File: config.mk
export PLATFORM = sky130hd
export DESIGN_NAME = divider_flat
export DESIGN_NICKNAME = d
export VERILOG_FILES = /design/src/rtl/divider_if.sv /design/src/rtl/divider.sv /design/src/flat_wrapper.sv
export SDC_FILE = /design/constraint.sdc
export NUM_CORES = 1
export LEC_CHECK = 0
export CORE_MARGIN = 1
export CORE_UTILIZATION = 40
export CTS_CLUSTER_DIAMETER = 30
export CTS_CLUSTER_SIZE = 16
export DETAILED_ROUTE_END_ITERATION = 10
export SLEW_MARGIN = 40
export SYNTH_ARGS = -nofsm -noshare
export SYNTH_HDL_FRONTEND = slang
export SYNTH_SLANG_ARGS = --single-unit
File: constraint.sdc
create_clock -name clk -period 8.45 [get_ports clk]
set_clock_uncertainty 0.2 [all_clocks]
set_input_delay 0.845 -clock clk [delete_from_list [all_inputs] [get_ports clk]]
set_output_delay 0.845 -clock clk [all_outputs]
set_load 0.02 [all_outputs]
File: src/rtl/divider_if.sv
// Handshake and operand/result bundle between the execute stage and the
// iterative divider. The execute stage drives the request side (master),
// the divider drives the result side (slave).
interface divider_if;
  logic        div_begin;
  logic        div_signed;
  logic [31:0] div_op1;
  logic [31:0] div_op2;
  logic [31:0] div_quot;
  logic [31:0] div_rem;
  logic        div_busy;
  logic        div_end;

  modport master (
    output div_begin,
    output div_signed,
    output div_op1,
    output div_op2,
    input  div_quot,
    input  div_rem,
    input  div_busy,
    input  div_end
  );

  modport slave (
    input  div_begin,
    input  div_signed,
    input  div_op1,
    input  div_op2,
    output div_quot,
    output div_rem,
    output div_busy,
    output div_end
  );
endinterface

File: src/rtl/divider.sv
// Iterative 32-bit radix-2 restoring divider, signed or unsigned.
// Works on operand magnitudes for 32 cycles and applies sign correction
// on the final iteration. Divide-by-zero returns all-ones quotient and the
// untouched dividend as remainder. Results are held until the next
// completion, and a new divide may be accepted in the DONE cycle.
module divider (
  input  logic     clk,
  input  logic     rst,
  divider_if.slave bus
);

  typedef enum logic [1:0] {
    IDLE = 2'd0,
    RUN  = 2'd1,
    DONE = 2'd2
  } state_t;

  state_t      state_q,     state_d;
  logic [4:0]  cnt_q,       cnt_d;
  logic [31:0] acc_rem_q,   acc_rem_d;
  logic [31:0] acc_quot_q,  acc_quot_d;
  logic [31:0] dvsr_q,      dvsr_d;
  logic [31:0] dvnd_q,      dvnd_d;
  logic        neg_quot_q,  neg_quot_d;
  logic        neg_rem_q,   neg_rem_d;
  logic        div_zero_q,  div_zero_d;
  logic [31:0] div_quot_q,  div_quot_d;
  logic [31:0] div_rem_q,   div_rem_d;
  logic        div_busy_q,  div_busy_d;
  logic        div_end_q,   div_end_d;

  logic        start;
  logic [31:0] op1_mag;
  logic [31:0] op2_mag;
  logic [32:0] rem_shift;
  logic [32:0] trial;
  logic [31:0] quot_step;
  logic [31:0] rem_step;
  logic [31:0] fin_quot;
  logic [31:0] fin_rem;

  // One restoring step plus the operand magnitudes and final sign fix-up.
  // The 33-bit trial keeps a 0x80000000 divisor magnitude exact.
  always_comb begin
    start     = bus.div_begin && (state_q != RUN);
    op1_mag   = (bus.div_signed && bus.div_op1[31]) ? (32'd0 - bus.div_op1) : bus.div_op1;
    op2_mag   = (bus.div_signed && bus.div_op2[31]) ? (32'd0 - bus.div_op2) : bus.div_op2;
    rem_shift = {acc_rem_q, acc_quot_q[31]};
    trial     = rem_shift - {1'b0, dvsr_q};
    quot_step = {acc_quot_q[30:0], ~trial[32]};
    rem_step  = trial[32] ? rem_shift[31:0] : trial[31:0];
    if (div_zero_q) begin
      fin_quot = 32'hFFFF_FFFF;
      fin_rem  = dvnd_q;
    end else begin
      fin_quot = neg_quot_q ? (32'd0 - quot_step) : quot_step;
      fin_rem  = neg_rem_q  ? (32'd0 - rem_step)  : rem_step;
    end
  end

  // Next-state logic for the controller, datapath and registered outputs.
  always_comb begin
    state_d    = state_q;
    cnt_d      = cnt_q;
    acc_rem_d  = acc_rem_q;
    acc_quot_d = acc_quot_q;
    dvsr_d     = dvsr_q;
    dvnd_d     = dvnd_q;
    neg_quot_d = neg_quot_q;
    neg_rem_d  = neg_rem_q;
    div_zero_d = div_zero_q;
    div_quot_d = div_quot_q;
    div_rem_d  = div_rem_q;
    div_busy_d = div_busy_q;
    div_end_d  = 1'b0;

    case (state_q)
      IDLE, DONE: begin
        if (start) begin
          state_d    = RUN;
          cnt_d      = 5'd0;
          acc_rem_d  = 32'd0;
          acc_quot_d = op1_mag;
          dvsr_d     = op2_mag;
          dvnd_d     = bus.div_op1;
          neg_quot_d = bus.div_signed && (bus.div_op1[31] ^ bus.div_op2[31]);
          neg_rem_d  = bus.div_signed && bus.div_op1[31];
          div_zero_d = (bus.div_op2 == 32'd0);
          div_busy_d = 1'b1;
        end else begin
          state_d    = IDLE;
          div_busy_d = 1'b0;
        end
      end
      RUN: begin
        acc_rem_d  = rem_step;
        acc_quot_d = quot_step;
        cnt_d      = cnt_q + 5'd1;
        if (cnt_q == 5'd31) begin
          state_d    = DONE;
          cnt_d      = 5'd0;
          div_quot_d = fin_quot;
          div_rem_d  = fin_rem;
          div_busy_d = 1'b0;
          div_end_d  = 1'b1;
        end
      end
      default: begin
        state_d    = IDLE;
        div_busy_d = 1'b0;
      end
    endcase
  end

  // State register; synchronous reset aborts any divide in flight.
  always_ff @(posedge clk) begin
    if (rst) begin
      state_q    <= IDLE;
      cnt_q      <= 5'd0;
      acc_rem_q  <= 32'd0;
      acc_quot_q <= 32'd0;
      dvsr_q     <= 32'd0;
      dvnd_q     <= 32'd0;
      neg_quot_q <= 1'b0;
      neg_rem_q  <= 1'b0;
      div_zero_q <= 1'b0;
      div_quot_q <= 32'd0;
      div_rem_q  <= 32'd0;
      div_busy_q <= 1'b0;
      div_end_q  <= 1'b0;
    end else begin
      state_q    <= state_d;
      cnt_q      <= cnt_d;
      acc_rem_q  <= acc_rem_d;
      acc_quot_q <= acc_quot_d;
      dvsr_q     <= dvsr_d;
      dvnd_q     <= dvnd_d;
      neg_quot_q <= neg_quot_d;
      neg_rem_q  <= neg_rem_d;
      div_zero_q <= div_zero_d;
      div_quot_q <= div_quot_d;
      div_rem_q  <= div_rem_d;
      div_busy_q <= div_busy_d;
      div_end_q  <= div_end_d;
    end
  end

  assign bus.div_quot = div_quot_q;
  assign bus.div_rem  = div_rem_q;
  assign bus.div_busy = div_busy_q;
  assign bus.div_end  = div_end_q;

endmodule

File: src/flat_wrapper.sv
// flat-port wrapper written by rule: the top's interface ports become plain ports
module divider_flat 
  (clk, rst, bus_div_begin, bus_div_signed, bus_div_op1, bus_div_op2, bus_div_quot, bus_div_rem, bus_div_busy, bus_div_end);
  divider_if bus_i ();
  input  logic clk;
  input  logic rst;
  input wire logic [$bits(bus_i.div_begin)-1:0] bus_div_begin;
  input wire logic [$bits(bus_i.div_signed)-1:0] bus_div_signed;
  input wire logic [$bits(bus_i.div_op1)-1:0] bus_div_op1;
  input wire logic [$bits(bus_i.div_op2)-1:0] bus_div_op2;
  output wire logic [$bits(bus_i.div_quot)-1:0] bus_div_quot;
  output wire logic [$bits(bus_i.div_rem)-1:0] bus_div_rem;
  output wire logic [$bits(bus_i.div_busy)-1:0] bus_div_busy;
  output wire logic [$bits(bus_i.div_end)-1:0] bus_div_end;
  assign bus_i.div_begin = bus_div_begin;
  assign bus_i.div_signed = bus_div_signed;
  assign bus_i.div_op1 = bus_div_op1;
  assign bus_i.div_op2 = bus_div_op2;
  assign bus_div_quot = bus_i.div_quot;
  assign bus_div_rem = bus_i.div_rem;
  assign bus_div_busy = bus_i.div_busy;
  assign bus_div_end = bus_i.div_end;
  divider u_core (.clk(clk), .rst(rst), .bus(bus_i));
endmodule
==> key figures, run 1 <==
Synthesis
  • Syn avg cell area: about 7.5 um2
  • Synth top area share: 31.9%
  • Synthesized Nets: ~1,800
  • Most common cell in the netlist: nand2_1
  • Post-synth EDFFs: 0
  • Area leader, netlist: dfxtp_1
  • Largest cells by area after synthesis: dfxtp_1 (32%), a21oi_1 (7.2%), nand2_1 (7.2%), nor2_1 (4.8%), xor2_1 (4.6%)
  • Post-Synthesis Cells: between 1,500 and 2,000
  • Ys async rst share: 0%
  • Synth Register Bits: 204
  • Register area share after synthesis: 31.9%
  • Synthesized cell area: between 10,000 and 15,000 um2
  • Post-synth top cells: nand2_1 (245), dfxtp_1 (204), a21oi_1 (185), nor2_1 (163), o21ai_0 (113)
  • Synth cell types: 82
  • Synth Flop Type: dfxtp_1
  • Ys Warns: 0

Pwr
  • PwrDens: around 220 nW/um2
  • P_sw: about 1 mW
  • Internal: ~2.6 mW
  • Maximum vdd drop: approximately 0.19 mV
  • Leakage: 6.12 nW
  • Clock share of power: between 50% and 60%
  • Comb pwr share: between 10 and 15%
  • Net Sw Frac: 27.8%
  • Sequential share of power: just under 30%

Die
  • Die H: between 150 and 200 um
  • Starting Density: between 40 and 50%
  • Top-Level Pins: about 130
  • Row Count: 65
  • Core region area: approximately 32,000 um2
  • Die Wd: around 180 um
  • Die area: approximately 33,000 um2

STA
  • Tightest Pin Transition: between 0.8 and 0.9 ns
  • Final Hold Viols: 0
  • Final Setup Violations: 0
  • Maximum clock frequency: around 190 MHz
  • Period utilization: between 60% and 70%
  • Sum Neg Setup Slack: 0 ns
  • RSZ-0062 raised after global routing: no
  • Pins Over Slew Limit: 0
  • Final setup margin: 3.05 ns
  • Relative slew slack: a little over two fifths
  • Tmin final: between 5 and 6 ns

Place
  • Setup WS pre-CTS: 3.21 ns
  • Detailed placement HPWL: between 30,000 and 40,000 um
  • Final weighted congestion of routability-driven global placement: 0.956
  • Placed cell area: 14,400 um2
  • Cell total after placement: 2,150
  • Port buffer count: ~130

Global route
  • Initial antenna violation count: 0
  • First-pass GRT wire length: between 60,000 and 70,000 um
  • GRT Util Overall: about a quarter
  • Total grt overflow: 0
  • Vias in the first global route: roughly 12,000
  • Largest net degree at the start of global routing: 83

CTS
  • CTS buffer count: 52
  • Postcts setup bufs: 0
  • Clk_lat worst skew: about 0.55 ns
  • Hold Buf Count CTS: 0
  • CTS resizes: 0
  • CTS tree: done
  • Clock Path Buffers: 3
  • CTS Sinks: between 200 and 250
  • CTS HTree Levels: 2
  • Root Driver: clkbuf_16
  • Worst-path clk slew: ~0.050 ns

Layout
  • Layout cell share with drive strength beyond 1: approximately 7.9%
  • Filler instances: just over 3,000
  • Nets: ~1,900
  • Register Area: 4090 um2
  • # diodes: 0
  • P&R area growth vs syn: 26.4%
  • Post-Layout Cell Count: 2,245
  • Multi-input gate area: just over 8000 um2
  • Finished layout cell area: between 15,000 and 20,000 um2
  • Final Util: 51.4%

Worst setup path
  • Register-to-Register Path Depth: 20
  • WS Path Type: flop to flop
  • CP max FO: 44
  • R2r setup slk: approximately 3.1 ns
  • Critical Path RT: 8.66 ns
  • CP Capture Type: flop
  • Worst R2R End: u_core.bus.div_quot[28]$_SDFFE_PP0P_
  • Worst r2r src: u_core.acc_quot_q[31]$_SDFFE_PP0P_
  • Critical path arrival: 5.61 ns
  • Worst setup SP type: flop

Detailed routing
  • Avg Vias per Cell: just under 6
  • Post-route ant nets: 0
  • Wire per inst: slightly below 20 um
  • Routed vias: ~13,000
  • 1st-iter DRT viols: approximately 1,300
  • Residual DRC count: 0
  • Final wirelength: roughly 44,000 um
  • DRT Pass-1 Iters: 6

Worst hold path
  • Hold path endpoint: u_core.dvnd_q[1]$_SDFFE_PP0P_
  • HP Class: flop to flop
  • Hold path depth: 2
  • Hold Startpoint: u_core.dvnd_q[1]$_SDFFE_PP0P_

Run status
  • Status: completed

Flow run
  • Max Cap Violations: 0
## critical path, cell delays in order, from the launching register on
cell and delay, ns:
dfxtp_1 0.37, inv_1 0.06, ha_1 0.21, fa_1 0.44, nand2b_1 0.21, a21oi_2 0.18
o2111a_2 0.26, o21ai_2 0.09, mux2_4 0.31, nor2_8 0.14, inv_4 0.42, ha_1 0.26
nand2_1 0.11, or2_1 0.27, or4_1 0.48, nand2b_1 0.21, nand2b_1 0.19, nand2b_1 0.20
o31ai_1 0.30, xor2_1 0.20, a21oi_1 0.09
## cells by family (layout without fill, tap and decap cells)
group / Yosys count / count (layout) / share of synthesized area (%)
buffers and inverters: 159 / 293 / 4.73
XOR/XNOR: 128 / 128 / 8.75
AO/OA/AOI/OAI: 555 / 555 / 27.6
multiplexers: 18 / 18 / 1.52
flip-flops: 204 / 204 / 31.9
adder cells (fa/ha/maj): 39 / 39 / 3.87
AND/OR/NAND/NOR: 606 / 606 / 21.7
## per-layer routing
layer  vias up  part of all wire [%]  track usage, %
li1       6364                     -               -
met5         -                     0               0
met4         0                   2.2            7.22
met1      6251                    48            37.7
met2       449                    43            40.6
met3        73                   6.8            4.80
## power groups by stage
stage | logic, mW | clock network [mW] | registers (mW)
global placement | 0.511 | 0 | 1.06
global route | 0.572 | 2.10 | 1.05
floorplan | 0.355 | 0 | 1.04
detailed placement | 0.512 | 0 | 1.06
CTS | 0.517 | 2.04 | 1.04
finish | 0.523 | 2.02 | 1.04
## placed cells by master (no fill, tap or decap), types with 9 or more instances in the layout
master / n
clkbuf_8: 9
a21oi_1: 185
ha_1: 38
o31ai_1: 26
nor3_1: 31
nand3_1: 25
buf_4: 13
clkinv_2: 11
clkdlybuf4s50_1: 132
mux2i_1: 11
nand4_1: 10
or4_1: 11
nand2_1: 244
inv_1: 51
o41ai_1: 14
and2_1: 10
or3_1: 28
a31oi_1: 13
a311oi_1: 10
o22ai_1: 9
a22oi_1: 56
nor4_1: 19
a211oi_1: 31
o211ai_1: 13
o21ai_0: 113
nand2b_1: 13
xnor2_1: 60
clkbuf_16: 53
o21a_1: 10
dfxtp_1: 201
xor2_1: 68
and3_1: 17
nor2_1: 160
## stage by stage
| stage | hold slack (ns) | power (mW) |
|---|---|---|
| CTS | 0.247 | 3.60 |
| finish | 0.249 | 3.58 |
| global placement | 0.239 | 1.57 |
| global route | 0.266 | 3.72 |
| floorplan | 0.231 | 1.40 |
| detailed placement | 0.242 | 1.57 |
## worst max path at each step
stage                                       start                              endpoint  slack (ns)  depth (start not counted)
6_report       u_core.acc_quot_q[31]$_SDFFE_PP0P_  u_core.bus.div_quot[28]$_SDFFE_PP0P_        3.05                         20
5_1_grt        u_core.acc_quot_q[31]$_SDFFE_PP0P_  u_core.bus.div_quot[28]$_SDFFE_PP0P_        2.80                         20
4_1_cts        u_core.acc_quot_q[31]$_SDFFE_PP0P_  u_core.bus.div_quot[28]$_SDFFE_PP0P_        3.10                         20
3_5_place_dp   u_core.acc_quot_q[31]$_SDFFE_PP0P_  u_core.bus.div_quot[28]$_SDFFE_PP0P_        3.21                         20
3_3_place_gp   u_core.acc_quot_q[31]$_SDFFE_PP0P_   u_core.bus.div_rem[10]$_SDFFE_PP0P_        3.33                         18
2_1_floorplan  u_core.acc_quot_q[31]$_SDFFE_PP0P_  u_core.bus.div_quot[28]$_SDFFE_PP0P_        3.56                         22
## area by class of cell
class	count	share of cell area, %
multi-input combinational	1346	50.4
sequential	204	25.2
clock buffer	69	9.11
timing repair buffer	146	8.83
tap	402	3.10
clock inverter	26	2.07
inverter	52	1.22
## state kept, by name, summed over array words and instances (netlist names), 2 cells and up
signal,count
u_core.dvnd_q,32
u_core.dvsr_q,32
u_core.acc_rem_q,32
u_core.bus.div_quot,32
u_core.bus.div_rem,32
u_core.acc_quot_q,32
u_core.cnt_q,5
u_core.state_q,2
Power figures use the tool's default switching activity.
==> run 2, diff against run 1 <==
- clock period: 8.45 -> 5.3 ns (I/O delays scaled with it)
==> run 2 against run 1 <==
  * Total power increased by 60%
  * Non-clock buffer count increased by 11
  * First-iteration DRC count decreased by 9.7%
  * Clock power increased by 61%
  * Global-route usage increased by 0.21 points
  * Register-to-register slack got worse by 2.7 ns
  * Worst setup slack got worse by 2.7 ns
  * Routed wire length decreased by 0.23%
  * Hold slack got worse by 0.014 ns
  * Sequential share of layout area decreased by 0.21 points
  * Via count decreased by 0.25%
==> key figures, run 2 (same netlist as run 1, synthesis figures left out) <==
Run status
  • Status: completed

Layout
  • Post-Layout Cell Count: 2,256 (+0.49%)
  • Most frequent cells in the layout: nand2_1 (245), dfxtp_1 (203), a21oi_1 (185)
  • # diodes: 0 (unchanged)
  • Final Util: 51.7% (+0.40 points)
  • Finished layout cell area: 16,300 um2 (+0.77%)
  • Multi-input gate area: 8160 um2 (-0.12%)
  • Nets: 1,922 (+0.68%)
  • Register Area: 4090 um2 (about the same)
  • Most common cell after layout, fill and taps aside: nand2_1
  • Layout cell share with drive strength beyond 1: 8.36% (+0.44 points)
  • Filler instances: 3,060 (-0.62%)
  • P&R area growth vs syn: 27.4%

Global route
  • Total grt overflow: 0 (unchanged)
  • GRT Util Overall: 26.6% (+0.21 points)
  • First-pass GRT wire length: 69,600 um (+0.76%)
  • Vias in the first global route: 12,507 (+0.85%)
  • Largest net degree at the start of global routing: 124 (+49%)
  • Initial antenna violation count: 0 (unchanged)

Worst setup path
  • WS Path Type: flop to flop
  • Worst-path cell chain: inv_1 -> ha_1 -> fa_1 -> nand2b_1 -> a21oi_2 -> o2111a_2 -> o21ai_2 -> mux2_4 -> nor2_8 -> inv_4 -> ha_1 -> nand2_1 -> or2_1 -> or4_1 -> nand2b_1 -> nand2b_1 -> nand2b_1 -> o31ai_1 -> xor2_1 -> a21oi_1
  • CP max FO: 16 (-64%)
  • CP Capture Type: flop
  • Slowest CP cell: or4_1
  • Critical path arrival: 5.15 ns (-0.46 ns)
  • Critical Path RT: 5.51 ns (-3.15 ns)
  • Slowest cell delay on critical path: 0.48 ns (about the same)
  • Worst setup SP type: flop
  • Critical Path Most Common Cell: nand2b_1

Detailed routing
  • Routed vias: 13,104 (-0.25%)
  • DRT Pass-1 Iters: 7 (+1)
  • Final wirelength: 43,700 um (-0.23%)
  • Post-route ant nets: 0 (unchanged)
  • Wire per inst: 19.4 um (-0.72%)
  • 1st-iter DRT viols: 1,197 (-9.7%)
  • Residual DRC count: 0 (unchanged)
  • Avg Vias per Cell: 5.81 (-0.74%)

Pwr
  • Leakage: 6.21 nW (+1.4%)
  • Total power: 5.74 mW (+60%)
  • Maximum vdd drop: 0.310 mV (+61%)
  • Comb pwr share: 14.7% (about the same)
  • PwrDens: 352 nW/um2 (+59%)
  • Internal: 4.16 mW (+61%)
  • Sequential share of power: 28.8% (-0.3 points)
  • P_sw: 1.58 mW (+59%)
  • Clock share of power: 56.5% (about the same)
  • Net Sw Frac: 27.5% (-0.28 points)

CTS
  • Root Driver: clkbuf_16
  • CTS HTree Levels: 2 (unchanged)
  • Clk_lat worst skew: 0.56 ns (about the same)
  • Clock Path Buffers: 3 (unchanged)
  • Worst-path clk slew: 0.05 ns (about the same)
  • CTS tree: done
  • CTS resizes: 0 (unchanged)
  • Hold Buf Count CTS: 0 (unchanged)
  • Postcts setup bufs: 0 (unchanged)
  • CTS Sinks: 204 (unchanged)
  • CTS buffer count: 54 (+3.8%)

Worst hold path
  • HP Class: input port to flop

Die
  • Die H: 181 um (unchanged)
  • Starting Density: 40.6% (unchanged)
  • Die area: 32,800 um2 (unchanged)
  • Core region area: 31,600 um2 (unchanged)
  • Top-Level Pins: 134 (unchanged)
  • Row Count: 65 (unchanged)
  • Die Wd: 181 um (unchanged)

STA
  • Pins Over Slew Limit: 0 (unchanged)
  • Final Hold Viols: 0 (unchanged)
  • Tightest Pin Transition: 0.870 ns (+0.0267 ns)
  • Maximum clock frequency: 202 MHz (+9.3%)
  • Final setup margin: 0.361 ns (-2.69 ns)
  • RSZ-0062 raised after global routing: no
  • Relative slew slack: 42.0% (-1.6 points)
  • Final Setup Violations: 0 (unchanged)
  • Period utilization: 93.2% (+29 points)
  • Tmin final: 4.94 ns (-0.460 ns)
  • Sum Neg Setup Slack: 0 ns (unchanged)
  • WHS: 0.235 ns (-0.0141 ns)

Place
  • Cell total after placement: 2,160 (+0.47%)
  • Port buffer count: 133 (unchanged)
  • Detailed placement HPWL: 32,000 um (+0.80%)
  • Setup WS pre-CTS: 0.455 ns (-2.75 ns)
  • Placed cell area: 14,500 um2 (+0.54%)
  • Final weighted congestion of routability-driven global placement: 0.912 (-4.6%)

Flow run
  • Max Cap Violations: 0 (unchanged)
[run 2: critical path, delay by kind of cell (launching register included)]
family | cells | cell delay (ns)
compound gates | 5 | 0.88
xor+xnor | 1 | 0.17
fa+ha+maj | 3 | 0.85
buf+inv | 2 | 0.24
flops | 1 | 0.37
mux | 1 | 0.29
simple gates | 8 | 1.80
[run 2: layout make-up]
class / count / share of cell area [%]
Clock buffer: 70 / 9.46
Clock inverter: 25 / 1.82
Inverter: 52 / 1.21
Multi-Input combinational cell: 1346 / 50.0
Sequential cell: 204 / 25.0
Tap cell: 402 / 3.08
Timing Repair Buffer: 157 / 9.42
[run 2: worst paths after layout]
check	startpoint	to	slack, ns	depth (start not counted)
setup / recovery	u_core.acc_quot_q[31]$_SDFFE_PP0P_	u_core.bus.div_quot[28]$_SDFFE_PP0P_	0.36	20
setup reg to reg	u_core.acc_quot_q[31]$_SDFFE_PP0P_	u_core.bus.div_quot[28]$_SDFFE_PP0P_	0.36	20
hold / removal	rst	u_core.acc_rem_q[14]$_SDFFE_PP0P_	0.23	2
hold reg to reg	u_core.dvnd_q[27]$_SDFFE_PP0P_	u_core.dvnd_q[27]$_SDFFE_PP0P_	0.25	2
[run 2: power groups by stage]
stage | combinational, mW | sequential [mW] | clock (mW)
3_3_place_gp | 0.827 | 1.68 | 0
2_1_floorplan | 0.565 | 1.66 | 0
4_1_cts | 0.833 | 1.65 | 3.28
5_1_grt | 0.927 | 1.66 | 3.37
6_report | 0.842 | 1.65 | 3.25
3_5_place_dp | 0.827 | 1.68 | 0
[run 2: per-layer routing]
layer	wire, um	GRT usage [%]
met1	21200	37.6
met4	922	7.76
met3	2750	4.94
met5	0	0
met2	18900	41.1
==> run 3, diff against run 2 <==
- GPL_TIMING_DRIVEN: default -> 0
==> run 3 against run 2 <==
  * Critical path depth down 1
  * Worst setup slack worse by 0.20 ns
  * Register-to-register slack worse by 0.20 ns
  * Global-route usage up 4.2 points
  * Hold slack better by 0.015 ns
  * Critical endpoint is now u_core.bus.div_rem[24]$_SDFFE_PP0P_
  * Sequential power about the same
  * First-iteration DRC count up 18%
  * Die area unchanged
  * Core utilization up 1.3 points
  * Largest power group unchanged
  * Critical path type unchanged
  * Via count up 6.0%
  * Cell count up 3.8%
==> key figures, run 3 (same netlist as run 1, synthesis figures left out) <==
Run status
  • Status: completed

STA
  • Final setup margin: 0.158 ns (-0.203 ns)
  • RSZ-0062 raised after global routing: no
  • Tightest Pin Transition: 0.916 ns (+0.0458 ns)
  • Final Setup Violations: 0 (unchanged)
  • Maximum clock frequency: 194 MHz (-4.0%)
  • Tmin final: 5.14 ns (+0.203 ns)
  • Pins Over Slew Limit: 0 (unchanged)
  • Relative slew slack: 38.9% (-3.1 points)
  • Period utilization: 97.0% (+3.8 points)
  • Final Hold Viols: 0 (unchanged)
  • WHS: 0.250 ns (+0.0148 ns)

Pwr
  • Comb pwr share: 14.9% (+0.2 points)
  • Internal: 4.43 mW (+6.3%)
  • Maximum vdd drop: 0.263 mV (-15%)
  • Clock share of power: 57.7% (+1.2 points)
  • Sequential share of power: 27.4% (-1.4 points)
  • Total power: 6.06 mW (+5.6%)
  • Net Sw Frac: 27.0% (-0.50 points)
  • PwrDens: 362 nW/um2 (+3.0%)
  • Leakage: 6.31 nW (+1.6%)
  • P_sw: 1.64 mW (+3.7%)

Worst setup path
  • WS Path Type: flop to flop
  • CP max FO: 10 (-6)
  • CP Capture Type: flop
  • Critical path arrival: 5.32 ns (+0.17 ns)
  • Critical Path RT: 5.48 ns (-0.03 ns)
  • Worst setup SP type: flop

Detailed routing
  • 1st-iter DRT viols: 1,409 (+18%)
  • Routed vias: 13,893 (+6.0%)
  • Wire per inst: 21.8 um (+13%)
  • Residual DRC count: 0 (unchanged)
  • Avg Vias per Cell: 5.93 (+2.1%)
  • DRT Pass-1 Iters: 5 (-2)
  • Post-route ant nets: 0 (unchanged)
  • Final wirelength: 51,200 um (+17%)

Die
  • Die area: 32,800 um2 (unchanged)
  • Die Wd: 181 um (unchanged)
  • Row Count: 65 (unchanged)
  • Die H: 181 um (unchanged)
  • Top-Level Pins: 134 (unchanged)
  • Core region area: 31,600 um2 (unchanged)
  • Starting Density: 40.6% (unchanged)

CTS
  • Worst-path clk slew: 0.04 ns (about the same)
  • Root Driver: clkbuf_16
  • Hold Buf Count CTS: 0 (unchanged)
  • Clock Path Buffers: 3 (unchanged)
  • CTS HTree Levels: 2 (unchanged)
  • CTS Sinks: 204 (unchanged)
  • CTS buffer count: 52 (-3.7%)
  • CTS tree: done
  • Clk_lat worst skew: 0.56 ns (about the same)

Layout
  • Final Util: 53.0% (+1.3 points)
  • P&R area growth vs syn: 30.6%
  • Most frequent cells in the layout: nand2_1 (244), dfxtp_1 (203), a21oi_1 (183)
  • Layout cell share with drive strength beyond 1: 8.30% (-0.061 points)
  • Nets: 2,004 (+4.3%)
  • Most common cell after layout, fill and taps aside: nand2_1
  • Filler instances: 3,070 (+0.33%)
  • # diodes: 0 (unchanged)
  • Post-Layout Cell Count: 2,342 (+3.8%)

Flow run
  • Max Cap Violations: 0 (unchanged)

Place
  • Cell total after placement: 2,243 (+3.8%)
  • Detailed placement HPWL: 39,800 um (+24%)
  • Final weighted congestion of routability-driven global placement: 0.963 (+5.6%)
  • Port buffer count: 132 (-0.75%)
  • Setup WS pre-CTS: -1.05 ns (-1.51 ns)

Global route
  • Initial antenna violation count: 1 (+1)
  • GRT Util Overall: 30.8% (+4.2 points)
  • Largest net degree at the start of global routing: 14 (-89%)
  • Total grt overflow: 0 (unchanged)
  • Vias in the first global route: 12,811 (+2.4%)
  • First-pass GRT wire length: 77,300 um (+11%)

Worst hold path
  • HP Class: flop to flop
run 3: cell count changes in the layout (fill, tap and decap cells not counted), sizes merged:
cell,before,now
buf,24,19
bufinv,5,10
clkbuf,71,161
clkinv,16,10
clkinvlp,4,6
run 3: power groups by stage:
stage / Sequential (mW) / Combinational [mW] / Clock (mW)
2_1_floorplan: 1.66 / 0.565 / 0
3_3_place_gp: 1.68 / 0.856 / 0
3_5_place_dp: 1.68 / 0.860 / 0
4_1_cts: 1.66 / 0.868 / 3.51
5_1_grt: 1.66 / 0.979 / 3.61
6_report: 1.66 / 0.904 / 3.50
run 3: metrics by stage:
stage | instance area (um2) | TNS [ns]
after global placement | 14600 | -15.37
after CTS | 16600 | 0
after floorplan | 12800 | 0
after detailed placement | 14600 | -16.21
after global routing | 16700 | 0
final | 16700 | 0
run 3: layout make-up:
cell class	instances	area [um2]	share of cell area (%)
multi-input cells	1346	8210	49.1
clock buffers	71	1560	9.29
plain buffers	105	418	2.50
flip-flops and latches	204	4090	24.4
clock inverters	26	407	2.43
well taps	402	503	3.01
repair buffers	136	1350	8.08
inverters	52	200	1.20
run 3: per-layer routing:
layer / wire [um] / part of all wire, % / global-route usage (%)
met5: 13 / 0.025 / 0
met3: 4150 / 8.1 / 6.29
met1: 24200 / 47 / 44.6
met4: 1070 / 2.1 / 8.20
met2: 21800 / 43 / 46.1
run 3: path summary, 6_finish.rpt:
check / from / slack (ns) / cells past startpoint / end
worst min register to register: u_core.dvnd_q[31]$_SDFFE_PP0P_ / 0.25 / 2 / u_core.dvnd_q[31]$_SDFFE_PP0P_
worst min-delay path: u_core.dvnd_q[31]$_SDFFE_PP0P_ / 0.25 / 2 / u_core.dvnd_q[31]$_SDFFE_PP0P_
worst max-delay path: u_core.acc_quot_q[31]$_SDFFE_PP0P_ / 0.16 / 19 / u_core.bus.div_rem[24]$_SDFFE_PP0P_
worst max register to register: u_core.acc_quot_q[31]$_SDFFE_PP0P_ / 0.16 / 19 / u_core.bus.div_rem[24]$_SDFFE_PP0P_
run 3: repair_timing:
| item | CTS | global route |
|---|---|---|
| endpoints found under the setup margin | 25 | 10 |
| pin swaps | 0 | 3 |
| buffers inserted | 1 | 3 |
| gates resized for setup | 11 | 20 |
run 3: worst max-delay path: stages, from the launching register on:
cell and delay, ns:
dfxtp_2 0.36, inv_1 0.05, ha_1 0.20, fa_2 0.38, nand2b_1 0.22, a21oi_2 0.23
o2111a_2 0.28, o21ai_2 0.09, mux2_4 0.27, nor2_8 0.06, inv_6 0.12, clkbuf_2 0.26
clkbuf_2 0.34, nor2_1 0.07, a21oi_1 0.31, ha_2 0.37, nand3_1 0.25, o21ai_0 0.37
xor2_2 0.37, a211oi_1 0.15
